$ cat config.mk
export PLATFORM = sky130hd
export DESIGN_NAME = riscv_hazard_ctrl
export DESIGN_NICKNAME = d
export VERILOG_FILES = /design/src/rtl/hazard_pkg.sv /design/src/rtl/hazard_mc_timer.sv /design/src/rtl/riscv_hazard_ctrl.sv
export SDC_FILE = /design/constraint.sdc
export NUM_CORES = 1
export LEC_CHECK = 0
export ABC_AREA = 1
export ABC_CLOCK_PERIOD_IN_PS = 3300
export CORE_ASPECT_RATIO = 0.75
export CORE_MARGIN = 4
export CORE_UTILIZATION = 25
export DETAILED_ROUTE_END_ITERATION = 16
export GPL_TIMING_DRIVEN = 0
export PLACE_DENSITY = 0.7
export SLEW_MARGIN = 40
export SYNTH_ARGS = -nofsm -noshare
export SYNTH_HDL_FRONTEND = slang
export SYNTH_SLANG_ARGS = --single-unit
$ cat constraint.sdc
create_clock -name clk -period 3.3 [get_ports clk]
set_clock_uncertainty 0.15 [all_clocks]
set_input_delay 0.66 -clock clk [delete_from_list [all_inputs] [get_ports clk]]
set_output_delay 0.66 -clock clk [all_outputs]
set_load 0.03 [all_outputs]
$ cat src/rtl/hazard_pkg.sv
// Shared constants and types for the pipeline hazard controller.
package hazard_pkg;

  localparam logic [1:0] FWD_RF = 2'b00;
  localparam logic [1:0] FWD_W  = 2'b01;
  localparam logic [1:0] FWD_M  = 2'b10;

  localparam logic [1:0] RESULT_SRC_LOAD = 2'b01;

  typedef enum logic [0:0] {
    IDLE,
    BUSY
  } mc_state_t;

endpackage

$ cat src/rtl/hazard_mc_timer.sv
// Occupancy timer for the multi-cycle execute unit: stalls E for MC_LAT-1 cycles, then pulses done.
module hazard_mc_timer
  import hazard_pkg::*;
#(
  parameter int unsigned MC_LAT = 4
) (
  input  logic clk,
  input  logic reset,
  input  logic start,
  input  logic kill,
  output logic stall,
  output logic done
);

  localparam bit          MultiCycle = (MC_LAT >= 2);
  localparam int unsigned CntW       = (MC_LAT > 2) ? $clog2(MC_LAT - 1) : 1;
  localparam logic [CntW-1:0] CntInit = CntW'(MultiCycle ? MC_LAT - 2 : 32'd0);

  mc_state_t       state_q, state_d;
  logic [CntW-1:0] cnt_q, cnt_d;

  // stall/done depend on start in IDLE so the first cycle of an op is held immediately
  always_comb begin
    state_d = state_q;
    cnt_d   = cnt_q;
    stall   = 1'b0;
    done    = 1'b0;
    case (state_q)
      IDLE: begin
        if (start) begin
          if (!MultiCycle) begin
            done = 1'b1;
          end else if (!kill) begin
            stall   = 1'b1;
            cnt_d   = CntInit;
            state_d = BUSY;
          end
        end
      end
      BUSY: begin
        if (cnt_q != '0) begin
          stall = 1'b1;
          cnt_d = cnt_q - CntW'(1);
        end else begin
          done    = 1'b1;
          state_d = IDLE;
        end
      end
      default: state_d = IDLE;
    endcase
  end

  always_ff @(posedge clk or negedge reset) begin
    if (!reset) begin
      state_q <= IDLE;
      cnt_q   <= '0;
    end else begin
      state_q <= state_d;
      cnt_q   <= cnt_d;
    end
  end

endmodule

$ cat src/rtl/riscv_hazard_ctrl.sv
// Five-stage RISC-V hazard controller: forwarding, load-use and multi-cycle stalls, flushes.
// Optional saturating stall/flush counters are built when HAZARD_PERF_EN is defined.
module riscv_hazard_ctrl
  import hazard_pkg::*;
#(
  parameter int unsigned REG_AW = 5,
  parameter int unsigned MC_LAT = 4,
  parameter int unsigned CNT_W  = 16
) (
  input  logic              clk,
  input  logic              reset,
  input  logic [REG_AW-1:0] Rs1D,
  input  logic [REG_AW-1:0] Rs2D,
  input  logic [REG_AW-1:0] Rs1E,
  input  logic [REG_AW-1:0] Rs2E,
  input  logic [REG_AW-1:0] RdE,
  input  logic [REG_AW-1:0] RdM,
  input  logic [REG_AW-1:0] RdW,
  input  logic              RegWriteM,
  input  logic              RegWriteW,
  input  logic [1:0]        ResultSrcE,
  input  logic              PCSrcE,
  input  logic              McStartE,
  output logic [1:0]        ForwardAE,
  output logic [1:0]        ForwardBE,
  output logic              StallF,
  output logic              StallD,
  output logic              StallE,
  output logic              FlushD,
  output logic              FlushE,
  output logic              McDoneE,
  output logic [CNT_W-1:0]  StallCnt,
  output logic [CNT_W-1:0]  FlushCnt
);

  logic lw_stall;
  logic mc_stall;

  // M holds the younger result, so it wins over W
  always_comb begin
    ForwardAE = FWD_RF;
    if (RegWriteM && (RdM != '0) && (RdM == Rs1E)) begin
      ForwardAE = FWD_M;
    end else if (RegWriteW && (RdW != '0) && (RdW == Rs1E)) begin
      ForwardAE = FWD_W;
    end

    ForwardBE = FWD_RF;
    if (RegWriteM && (RdM != '0) && (RdM == Rs2E)) begin
      ForwardBE = FWD_M;
    end else if (RegWriteW && (RdW != '0) && (RdW == Rs2E)) begin
      ForwardBE = FWD_W;
    end
  end

  assign lw_stall = (ResultSrcE == RESULT_SRC_LOAD) && (RdE != '0) &&
                    ((RdE == Rs1D) || (RdE == Rs2D));

  hazard_mc_timer #(
    .MC_LAT(MC_LAT)
  ) u_mc_timer (
    .clk  (clk),
    .reset(reset),
    .start(McStartE),
    .kill (PCSrcE),
    .stall(mc_stall),
    .done (McDoneE)
  );

  assign StallF = lw_stall | mc_stall;
  assign StallD = lw_stall | mc_stall;
  assign StallE = mc_stall;
  assign FlushD = PCSrcE;
  // A held E register must not be bubbled
  assign FlushE = (lw_stall | PCSrcE) & ~mc_stall;

`ifdef HAZARD_PERF_EN
  logic [CNT_W-1:0] stall_cnt_q, stall_cnt_d;
  logic [CNT_W-1:0] flush_cnt_q, flush_cnt_d;

  always_comb begin
    stall_cnt_d = stall_cnt_q;
    flush_cnt_d = flush_cnt_q;
    if (StallF && (stall_cnt_q != '1)) begin
      stall_cnt_d = stall_cnt_q + CNT_W'(1);
    end
    if ((FlushD || FlushE) && (flush_cnt_q != '1)) begin
      flush_cnt_d = flush_cnt_q + CNT_W'(1);
    end
  end

  always_ff @(posedge clk or negedge reset) begin
    if (!reset) begin
      stall_cnt_q <= '0;
      flush_cnt_q <= '0;
    end else begin
      stall_cnt_q <= stall_cnt_d;
      flush_cnt_q <= flush_cnt_d;
    end
  end

  assign StallCnt = stall_cnt_q;
  assign FlushCnt = flush_cnt_q;
`else
  assign StallCnt = '0;
  assign FlushCnt = '0;
`endif

endmodule

Word level (Yosys, flattened, before mapping). Cells that the tools add are included.

$add $sub $neg: 1. Equal/unequal tests: 10. Muxes and demuxes: 14. Bitwise operators: 5. Reduce and logical (&&, ||, !) cells: 14.

Operator list (number): == test 5 bit (6); nonzero test 5 bit (3); 2-to-1 mux 2 bit (5); logical AND 1 bit (8); 2-to-1 mux 1 bit (7); inequality test 2 bit (second input constant) (3); one-hot mux 2 bit (2 select lines) (1); AND reduction 3 bit (1); == test 2 x 1 -> 1 bit (second input constant) (1); NOT 1 bit (2); bitwise OR 1 bit (2); one-hot mux 1 bit (2 select lines) (1); nonzero test 2 bit (1); subtractor 2 x 1 -> 2 bit (second input constant) (1); bitwise AND 1 bit (1); logical OR 1 bit (1).

Bits in registers: 3. Output and inout port bits: 42. Logic and storage cells: 46.

Depth between registers and ports, before layout. Gate-level depths: netlist (run 1).

Word-level depth: 5. Gate-level depth with buffers: 9.

By module. A second synthesis (run 1) with hierarchy kept.

Cells, all modules: 153. Area total of the unflattened synthesis: 943.4 sq um.

Modules (own cells, without submodules): riscv_hazard_ctrl (times used 1, cells each 130, area an instance 773.2 sq um, sequential area each 0.0 sq um); hazard_mc_timer (times used 1, cells each 23, area an instance 170.2 sq um, sequential area each 75.1 sq um).

Least setup slack after synthesis (run 1). OpenSTA, ideal clock, no wires.

Kind: input -> output. Start point: in Rs1E[0]. End point: out ForwardAE[0]. Data arrival time: 1.622 ns. Data required time: 2.490 ns. Setup slack: 0.868 ns. Stages on the path: 4. Path through: xnor2_1 nand4_1 nor3_2 nor2_1.

Longest elaborated chain between the ends: 4. Elaborated cells between the ends (all ways): 6.

RTL lines: from (decl) (line riscv_hazard_ctrl.sv:14) `input logic [REG_AW-1:0] Rs1E,`; == test 5 bit (line riscv_hazard_ctrl.sv:44) `end else if (RegWriteW && (RdW != '0) && (RdW == Rs1E)) begin`; logical AND 1 bit (line riscv_hazard_ctrl.sv:44); 2-to-1 mux 1 bit (line riscv_hazard_ctrl.sv:44); 2-to-1 mux 2 bit (*) (line riscv_hazard_ctrl.sv:42) `if (RegWriteM && (RdM != '0) && (RdM == Rs1E)) begin`; to (decl) (line riscv_hazard_ctrl.sv:24) `output logic [1:0] ForwardAE,`.

Mark *: on every way between the ends. The rest lies on a longest branch, timed or not.

Worst setup path after layout (run 1).
Start point: in RdW[0]. End point: out ForwardBE[0].

Longest elaborated chain between the ends: 5. Elaborated cells between the ends (all ways): 6.

RTL lines: from (decl) (line riscv_hazard_ctrl.sv:18) `input logic [REG_AW-1:0] RdW,`; nonzero test 5 bit (line riscv_hazard_ctrl.sv:51) `end else if (RegWriteW && (RdW != '0) && (RdW == Rs2E)) begin`; logical AND 1 bit (line riscv_hazard_ctrl.sv:51); logical AND 1 bit (*) (line riscv_hazard_ctrl.sv:51); 2-to-1 mux 1 bit (*) (line riscv_hazard_ctrl.sv:51); 2-to-1 mux 2 bit (*) (line riscv_hazard_ctrl.sv:49) `if (RegWriteM && (RdM != '0) && (RdM == Rs2E)) begin`; to (decl) (line riscv_hazard_ctrl.sv:25) `output logic [1:0] ForwardBE,`.

Marks and branches as above.

==> summary.md, run 1 <==
| Metric | Value |
|---|---|
| Status | complete, no violations |
| Top post-synthesis cells by area | buf_4 28%, xnor2_1 14%, nand2_1 11% |
| Synthesis-to-finish area growth | 81.1% |
| Register clock-pin slew on the reported worst setup and hold paths | 0.03 ns |
| Share of synthesized area occupied by flip-flops and latches | 0.0836 |
| Total count of hold-check failures in the final report | 0 |
| Amount of wire on met2 after detailed routing | 1290 um |
| Mean post-synth cell area | 6.33 um2 |
| Maximum clock frequency | 314 MHz |
| Maximum number of pins on one net before global-route repair | 6 |
| Destination of the worst hold path | u_mc_timer.cnt_q[0]$_DFFE_PN0P_ |
| Average wire per standard cell | 9.55 um |
| CTS tree | done |
| DRC marker count from the first detailed-route iteration | 27 |
| Start of the worst register-to-register path | u_mc_timer.cnt_q[0]$_DFFE_PN0P_ |
| Post-layout worst setup margin | 0.113 ns |
| Start point of the worst hold path | u_mc_timer.cnt_q[0]$_DFFE_PN0P_ |
| Via count of the routed design | 964 |
| Std cell rows | 18 |
| Mapped Cells | 142 |
| Filler-free cell count of the finished design | 269 |
| Effective utilization at floorplan | 0.266 |
| Met3 wire length | 172 um |
| Required time of the critical path | 2.49 ns |
| Nets | 274 |
| H-tree depth | 1 |
| Total routing usage reported by global routing | 0.105 |
| Final-report max-slew violation count | 0 |
| Netlist Area Pre-Place | 898 um2 |
| Routed Wire Length | 2570 um |
| I/O Buffers | 52 |
| Worst-case setup slack after placement | -0.0809 ns |
| Number of warnings reported in the yosys synthesis log | 0 |
| Clk_lat worst skew | 0.22 ns |
| Longest Clk Path Bufs | 2 |
| Data arrival, critical path | 2.38 ns |
| Shortest clock period the worst path allows after layout | 3.19 ns |
| Critical path peak fanout | 3 |
| Routability congestion estimate from global placement | 0.799 |
| Floorplan die area | 0.00463 mm2 |
| Yosys top cell by area | buf_4 |
| Wl on met1 | 1060 um |
| RSZ-0062 raised after global routing | no |
| Number of global-route vias before repair | 837 |
| Clock tree root driver cell | clkbuf_8 |
| DR pass1 iterations | 4 |
| Number of fill cells in the layout | 345 |
| Global-route wire length before repair | 3760 um |
| Chip Height | 59.9 um |
| Final ANT Viol Nets | 0 |
| Number of maximum-capacitance violations | 0 |
| Remaining global-route overflow | 0 |
| Number of antenna violations at the first check in global routing | 0 |
| Number of placed instances, taps included | 265 |
| Ratio of routed vias to standard cells | 3.58 |
| CP Capture Type | primary output |
| Pwr/cell area | 349 mW/mm2 |
| Share of final-layout standard cells stronger than drive strength 1 | 0.197 |
| Register-to-Register Path Depth | 6 |
| Area of combinational cells with multiple inputs | 609 um2 |
| Type of the worst setup path | input port to primary output |
| Share of the clock period used by the worst path | 0.966 |
| Capture point of the worst reg-to-reg path | u_mc_timer.cnt_q[0]$_DFFE_PN0P_ |
| Worst min-delay path category | flop to flop |
| Die boundary width | 77.2 um |
| Instance count along the most critical hold path | 3 |
| Post-synthesis register bit count | 3 |
| Cts hold-fix bufs | 0 |
| Top Layer Used | met4 |
| TritonCTS Sinks | 3 |
| Worst reg-to-reg setup slack | 1.89 ns |
| Setup-failing EPs final | 0 |
| Startpoint types | input port |
| Total CTS buffers | 3 |
| Half-perimeter wire length after placement | 2450 um |
| Core area | 0.00338 mm2 |
| Number of top-level pins | 85 |
| DRC | 0 |
| Number of antenna diodes | 0 |
| Setup total negative slack | 0 ns |
| Fraction of synthesized cell area taken by the top area cell type | 0.284 |
| Register Area | 75.1 um2 |
| Worst VDD drop | 0.000201 V |
| Total leakage power | 0.870 nW |
| Count of unique library cells instantiated by Yosys | 22 |
-- critical path, cell delays in order --
cell and delay, ns:
clkdlybuf4s50_1 0.48, xor2_1 0.19, nor3_1 0.19, nand4_1 0.10
nor2_1 0.09, clkdlybuf4s50_1 0.67
-- kinds of logic after synthesis --
group,share of synthesized area
other,0.00417
AND/OR/NAND/NOR,0.270
XOR/XNOR,0.214
flip-flops,0.0836
adder cells (fa/ha/maj),0.0139
AO/OA/AOI/OAI,0.0460
buffers and inverters,0.368
-- timing repair --
| action | CTS | global route |
|---|---|---|
| resized for setup | 3 | 0 |
| endpoints found under the setup margin | 3 | 0 |
| buffers inserted | 0 | 0 |
-- power breakdown --
group          internal (W)  switching [W]  leakage (nW)
combinational      0.000168       0.000228         0.812
clock             0.0000825      0.0000257        0.0228
sequential        0.0000561     0.00000699        0.0350
total              0.000307       0.000260         0.870
-- worst max-delay path by stage --
stage	startpoint	endpoint	slack (ns)
after CTS	RdW[0]	ForwardBE[0]	0.1
after floorplan	Rs1E[0]	ForwardAE[0]	0.87
final	RdW[0]	ForwardBE[0]	0.11
after global placement	RdE[4]	StallF	-0.02
after detailed placement	RdE[4]	StallF	-0.08
after global routing	RdW[0]	ForwardAE[0]	0.009
-- cells in the mapped netlist (all sizes together) --
| cell type | instances |
|---|---|
| nand3 | 2 |
| nand2 | 27 |
| nand4 | 5 |
| buf | 34 |
| a21oi | 1 |
| ha | 1 |
| dfrtp | 3 |
| inv | 20 |
| nand3b | 1 |
| nor2 | 16 |
| a22oi | 1 |
| conb | 1 |
| xnor2 | 14 |
| xor2 | 8 |
| a31oi | 1 |
| nor3 | 4 |
| o21ai | 3 |
-- per-layer routing --
metal	global-route usage	up-vias
li1	-	543
met1	0.127	387
met2	0.183	30
met3	0.0181	4
met4	0.0533	0
met5	0	-
-- cells in the final DEF, fill, tap and decap left out, drive strengths merged, types with 2 or more instances in the layout --
cell           synthesis  layout
clkbuf                 0       4
xor2                   8       8
nand3                  2       2
xnor2                 14      14
clkdlybuf4s50          0      49
nand4                  5       5
nand2                 27      27
dlygate4sd2            0       3
inv                   20      20
o21ai                  3       3
buf                   34      34
dfrtp                  3       3
conb                   1      32
nor3                   4       4
nor2                  16      16
-- cell type report --
cell class,count,area share
multi-input combinational,116,0.375
timing repair buffer,52,0.318
sequential,3,0.0462
tap,40,0.0308
clock buffer,4,0.0277
inverter,20,0.0462
buffer,34,0.157
-- sequential cells by signal, summed over array words and instances (netlist names) --
name,cells
u_mc_timer.cnt_q,2
u_mc_timer.state_q,1
-- metrics by stage --
stage / total power [W] / area [um2] / util / hold WS, ns
after detailed placement: 0.000475 / 1590 / 0.469 / 0.372
after global placement: 0.000468 / 1590 / 0.469 / 0.369
final: 0.000567 / 1630 / 0.481 / 0.378
after floorplan: 0.000324 / 1010 / - / 0.214
after CTS: 0.000573 / 1630 / 0.481 / 0.381
after global routing: 0.000607 / 1630 / 0.481 / 0.410
No activity file was read; power rests on OpenSTA's default activity.
==> inputs of run 2 (changes only) <==
PLACE_DENSITY = 0.69   (was 0.7)
==> summary.md, run 2 (synthesis gave the netlist of run 1 again) <==
| Metric | Value |
|---|---|
| Final-report max-slew violation count | 0 (unchanged) |
| Maximum clock frequency | 313 MHz (-0.21%) |
| Total count of hold-check failures in the final report | 0 (unchanged) |
| Share of the clock period used by the worst path | 0.968 (+0.00207) |
| CP Capture Type | primary output |
| Required time of the critical path | 2.49 ns (about the same) |
| Total CTS buffers | 3 (unchanged) |
| Startpoint types | input port |
| Critical Path Slowest Stage Cell | clkdlybuf4s50_1 |
| DR pass1 iterations | 4 (unchanged) |
| Biggest cell delay along the critical path | 0.68 ns (about the same) |
| Routed Wire Length | 2630 um (+2.4%) |
| Chip Height | 59.9 um (unchanged) |
| Number of global-route vias before repair | 827 (-1.2%) |
| Die boundary width | 77.2 um (unchanged) |
| Largest delay contributor family on the critical path | buffers and inverters |
| Shortest clock period the worst path allows after layout | 3.19 ns (+0.00684 ns) |
| Commonest non-fill, non-tap cell in the layout | clkdlybuf4s50_1 |
| Ordered cell list for the critical path | clkdlybuf4s50_1, nor2_1, nand2_1, o21ai_2, nor3_2, nor2_1, clkdlybuf4s50_1 |
| Effective utilization at floorplan | 0.266 (unchanged) |
| Pwr/cell area | 351 mW/mm2 (+0.58%) |
| Largest registers in the final layout | u_mc_timer.cnt_q: 2 flops, u_mc_timer.state_q: 1 flops |
| Resized cells post-CTS | 2 (-1) |
| H-tree depth | 1 (unchanged) |
| Data arrival, critical path | 2.38 ns (about the same) |
| Share of final-layout standard cells stronger than drive strength 1 | 0.197 (unchanged) |
| Worst-case setup slack after placement | -0.0550 ns (+0.0260 ns) |
| Routability congestion estimate from global placement | 0.761 (-4.7%) |
| Post-layout worst setup margin | 0.106 ns (-0.00684 ns) |
| Nets | 274 (unchanged) |
| Number of antenna diodes | 0 (unchanged) |
| Floorplan die area | 0.00463 mm2 (unchanged) |
| Maximum number of pins on one net before global-route repair | 6 (unchanged) |
| Most flops, register | u_mc_timer.cnt_q |
| Global-route wire length before repair | 4000 um (+6.3%) |
| Clk_lat worst skew | 0.22 ns (about the same) |
| Average wire per standard cell | 9.78 um (+2.4%) |
| Buffering stage count on the worst path with inverters included | 2 (unchanged) |
| Status | complete, no violations |
| Register Area | 75.1 um2 (unchanged) |
| DRC marker count from the first detailed-route iteration | 29 (+7.4%) |
| Number of maximum-capacitance violations | 0 (unchanged) |
| Remaining global-route overflow | 0 (unchanged) |
| CTS tree | done |
| Leading cell types in the layout, fill and taps excluded | 48 x clkdlybuf4s50_1, 34 x buf_4, 32 x conb_1 |
| TritonCTS Sinks | 3 (unchanged) |
| DRC | 0 (unchanged) |
| Register clock-pin slew on the reported worst setup and hold paths | 0.03 ns (about the same) |
| Std cell rows | 18 (unchanged) |
| Core area | 0.00338 mm2 (unchanged) |
| Setup total negative slack | 0 ns (unchanged) |
| Flip-flop count of the largest register, all copies and words added | 2 (unchanged) |
| Area of combinational cells with multiple inputs | 609 um2 (unchanged) |
| Total routing usage reported by global routing | 0.109 (+0.00361) |
| Cts hold-fix bufs | 0 (unchanged) |
| Post-CTS Setup Bufs | 0 (unchanged) |
| Worst VDD drop | 0.000233 V (+16%) |
| Final ANT Viol Nets | 0 (unchanged) |
| Total leakage power | 0.897 nW (+3.1%) |
| Ratio of routed vias to standard cells | 3.48 (-2.8%) |
| Critical path peak fanout | 3 (unchanged) |
| RSZ-0062 raised after global routing | no |
| Number of antenna violations at the first check in global routing | 0 (unchanged) |
| Longest Clk Path Bufs | 2 (unchanged) |
| Synthesis-to-finish area growth | 81.8% |
| Half-perimeter wire length after placement | 2400 um (-1.9%) |
| Worst min-delay path category | flop to flop |
| Via count of the routed design | 937 (-2.8%) |
| Type of the worst setup path | input port to primary output |
| I/O Buffers | 52 (unchanged) |
| Setup-failing EPs final | 0 (unchanged) |
| Hold Worst Slack | 0.377 ns (-0.00145 ns) |
| Clock tree root driver cell | clkbuf_8 |
| Number of fill cells in the layout | 341 (-1.2%) |
| Number of top-level pins | 85 (unchanged) |
[run 2: cell count changes in the layout (fill, tap and decap cells not counted), sizes merged]
cell           previous run  this run
dlymetal6s2s              0         2
clkdlybuf4s50            49        48
dlygate4sd2               3         2
[run 2: power breakdown]
part	switching (W)	internal, W
sequential	0.00000665	0.0000560
combinational	0.000228	0.000173
clock	0.0000262	0.0000826
[run 2: worst paths after layout]
check	start	endpoint	slack, ns	cells past startpoint
max in group asynchronous	reset	u_mc_timer.state_q$_DFF_PN0_	2.35	1
min reg2reg	u_mc_timer.cnt_q[0]$_DFFE_PN0P_	u_mc_timer.cnt_q[0]$_DFFE_PN0P_	0.38	3
max	RdM[2]	ForwardAE[0]	0.11	7
min	u_mc_timer.cnt_q[0]$_DFFE_PN0P_	u_mc_timer.cnt_q[0]$_DFFE_PN0P_	0.38	3
max reg2reg	u_mc_timer.cnt_q[0]$_DFFE_PN0P_	u_mc_timer.cnt_q[0]$_DFFE_PN0P_	1.86	6
min in group asynchronous	reset	u_mc_timer.cnt_q[1]$_DFFE_PN0P_	0.49	1
[run 2: area by class of cell]
class                   count  area share
multi-input cells         116       0.373
repair buffers             52       0.320
inverters                  20      0.0460
well taps                  40      0.0307
clock buffers               4      0.0276
flip-flops and latches      3      0.0460
plain buffers              34       0.156
[run 2: worst reg2reg max path, cell delays in order, from the launching register on]
cell and delay, ns:
dfrtp_1 0.34, inv_1 0.09, ha_1 0.18, nor2_1 0.07, a31oi_1 0.25, inv_1 0.14
o21ai_1 0.14
[run 2: through the flow]
step | util | cell area [um2] | total power (W) | std cells
after CTS | 0.482 | 1630 | 0.000580 | 269
after floorplan | - | 1010 | 0.000324 | 173
after global placement | 0.469 | 1590 | 0.000467 | 265
after global routing | 0.483 | 1630 | 0.000621 | 269
after detailed placement | 0.469 | 1590 | 0.000471 | 265
final | 0.483 | 1630 | 0.000572 | 269
[run 2: routing by layer]
| layer | vias up | global-route usage | share of wire |
|---|---|---|---|
| li1 | 541 | - | - |
| met1 | 364 | 0.146 | 0.42 |
| met3 | 2 | 0.0301 | 0.066 |
| met5 | - | 0 | 0 |
| met4 | 0 | 0.0152 | 0.0027 |
| met2 | 30 | 0.180 | 0.51 |
==> inputs of run 3 (changes only) <==
SKIP_LAST_GASP = 1   (was unset)
TNS_END_PERCENT = 10   (was unset)
==> summary.md, run 3 (synthesis gave the netlist of run 1 again) <==
| Metric | Value |
|---|---|
| Status | complete, no violations |
| Global-route wire length before repair | 4000 um (unchanged) |
| Number of antenna violations at the first check in global routing | 0 (unchanged) |
| Commonest non-fill, non-tap cell in the layout | clkdlybuf4s50_1 |
| Half-perimeter wire length after placement | 2400 um (unchanged) |
| DRC marker count from the first detailed-route iteration | 25 (-14%) |
| Type of the worst setup path | input port to primary output |
| Setup total negative slack | 0 ns (unchanged) |
| RSZ-0062 raised after global routing | yes |
| Setup-failing EPs final | 0 (unchanged) |
| Longest Clk Path Bufs | 2 (unchanged) |
| Routed Wire Length | 2640 um (+0.23%) |
| Clk_lat worst skew | 0.22 ns (about the same) |
| Clock tree root driver cell | clkbuf_8 |
| Start point of the worst hold path | u_mc_timer.cnt_q[0]$_DFFE_PN0P_ |
| DR pass1 iterations | 5 (+1) |
| Floorplan die area | 0.00463 mm2 (unchanged) |
| Capture point of the worst reg-to-reg path | u_mc_timer.cnt_q[0]$_DFFE_PN0P_ |
| Number of global-route vias before repair | 827 (unchanged) |
| Number of antenna diodes | 0 (unchanged) |
| CTS tree | done |
| CP Capture Type | primary output |
| Chip Height | 59.9 um (unchanged) |
| Critical Path Slowest Stage Cell | clkdlybuf4s50_1 |
| Flip-flop count of the largest register, all copies and words added | 2 (unchanged) |
| Final ANT Viol Nets | 0 (unchanged) |
| Met3 wire length | 162 um (-6.4%) |
| Crit path capture | StallD |
| Pwr/cell area | 353 mW/mm2 (+0.83%) |
| H-tree depth | 1 (unchanged) |
| Leading cell types in the layout, fill and taps excluded | 50 x clkdlybuf4s50_1, 34 x buf_4, 32 x conb_1 |
| Critical path peak fanout | 3 (unchanged) |
| Total leakage power | 0.879 nW (-2.0%) |
| Worst reg-to-reg setup slack | 1.86 ns (about the same) |
| Wl on met1 | 1120 um (+1.6%) |
| Std cell rows | 18 (unchanged) |
| Biggest cell delay along the critical path | 0.68 ns (about the same) |
| Total power of the final layout | 0.000577 W (+0.75%) |
| Die boundary width | 77.2 um (unchanged) |
| Share of the clock period used by the worst path | 0.994 (+0.0264) |
| Cell repeated most along the worst path | nand2_1 |
| Largest registers in the final layout | u_mc_timer.cnt_q: 2 flops, u_mc_timer.state_q: 1 flops |
| Effective utilization at floorplan | 0.266 (unchanged) |
| Maximum number of pins on one net before global-route repair | 6 (unchanged) |
| Total routing usage reported by global routing | 0.109 (unchanged) |
| Total count of hold-check failures in the final report | 0 (unchanged) |
| Share of final-layout standard cells stronger than drive strength 1 | 0.197 (unchanged) |
| Worst min-delay path category | flop to flop |
| TritonCTS Sinks | 3 (unchanged) |
| DRC | 0 (unchanged) |
| Data arrival, critical path | 2.47 ns (+0.09 ns) |
| Number of maximum-capacitance violations | 0 (unchanged) |
| Register clock-pin slew on the reported worst setup and hold paths | 0.03 ns (about the same) |
| Ordered cell list for the critical path | clkdlybuf4s50_1, inv_2, nand2_1, nand2_1, nor2_1, nand3_1, nand2_1, nand2_2, nand2_1, clkdlybuf4s50_1 |
| Most flops, register | u_mc_timer.cnt_q |
| Remaining global-route overflow | 0 (unchanged) |
| Amount of wire on met2 after detailed routing | 1340 um (unchanged) |
| Number of top-level pins | 85 (unchanged) |
| Startpoint types | input port |
| Register-to-Register Path Depth | 6 (unchanged) |
| Synthesis-to-finish area growth | 81.6% (about the same) |
| I/O Buffers | 52 (unchanged) |
| Worst VDD drop | 0.000234 V (+0.25%) |
| Final-report max-slew violation count | 0 (unchanged) |
| Maximum clock frequency | 305 MHz (-2.7%) |
| Routability congestion estimate from global placement | 0.761 (unchanged) |
| Ratio of routed vias to standard cells | 3.46 (-0.64%) |
| Shortest clock period the worst path allows after layout | 3.28 ns (+0.0872 ns) |
| Top Layer Used | met4 |
| Start of the worst register-to-register path | u_mc_timer.cnt_q[0]$_DFFE_PN0P_ |
| Total CTS buffers | 3 (unchanged) |
| Required time of the critical path | 2.49 ns (about the same) |
| Core area | 0.00338 mm2 (unchanged) |
| Via count of the routed design | 931 (-0.64%) |
| Average wire per standard cell | 9.81 um (+0.23%) |
| Crit path launch | RdE[4] |
| Nets | 274 (unchanged) |
-- run 3: changes by cell type in the layout (fill, tap and decap cells not counted) --
| cell | change |
|---|---|
| dlymetal6s2s_1 | -1 |
| clkdlybuf4s50_1 | +2 |
| dlygate4sd2_1 | -1 |
-- run 3: power breakdown --
part | internal, W | leakage, nW | total (W) | switching, W
logic | 0.000176 | 0.821 | 0.000405 | 0.000229
registers | 0.0000560 | 0.0350 | 0.0000627 | 0.00000665
clock network | 0.0000826 | 0.0228 | 0.000109 | 0.0000261
total | 0.000315 | 0.879 | 0.000577 | 0.000262
-- run 3: worst min-delay path by stage --
stage,slack [ns],cells past startpoint,end
floorplan,0.21,0,u_mc_timer.cnt_q[0]$_DFFE_PN0P_
global placement,0.36,3,u_mc_timer.cnt_q[0]$_DFFE_PN0P_
detailed placement,0.37,2,u_mc_timer.cnt_q[1]$_DFFE_PN0P_
CTS,0.38,3,u_mc_timer.cnt_q[0]$_DFFE_PN0P_
global route,0.42,3,u_mc_timer.cnt_q[0]$_DFFE_PN0P_
finish,0.38,3,u_mc_timer.cnt_q[0]$_DFFE_PN0P_
-- run 3: critical path, delay by kind of cell --
kind	cells	cell delay (ns)
buffers and inverters	3	1.26
and+or+nand+nor	7	0.55
-- run 3: what timing repair did --
action	CTS	global route
setup buffers	0	0
setup endpoints to repair	2	3
hold buffers	0	0
gates resized for setup	1	1
-- run 3: metal layers --
metal  vias to the layer above  GRT usage
met2                        26      0.180
met1                       362      0.146
met3                         2     0.0301
li1                        541          -
met5                         -          0
met4                         0     0.0152
-- run 3: layout make-up --
type | count | area (um2)
plain buffers | 34 | 255
clock buffers | 4 | 45.0
fillers | 341 | 1750
inverters | 20 | 75.1
multi-input cells | 116 | 609
flip-flops and latches | 3 | 75.1
well taps | 40 | 50.0
repair buffers | 52 | 522
-- run 3: through the flow --
step | hold slack, ns | setup slack (ns) | cell area [um2] | std cells | util
finish | 0.377 | 0.0192 | 1630 | 269 | 0.483
CTS | 0.381 | -0.0166 | 1630 | 269 | 0.482
global placement | 0.365 | -0.0213 | 1590 | 265 | 0.469
detailed placement | 0.372 | -0.0550 | 1590 | 265 | 0.469
floorplan | 0.214 | 0.868 | 1010 | 173 | -
global route | 0.419 | -0.139 | 1630 | 269 | 0.483
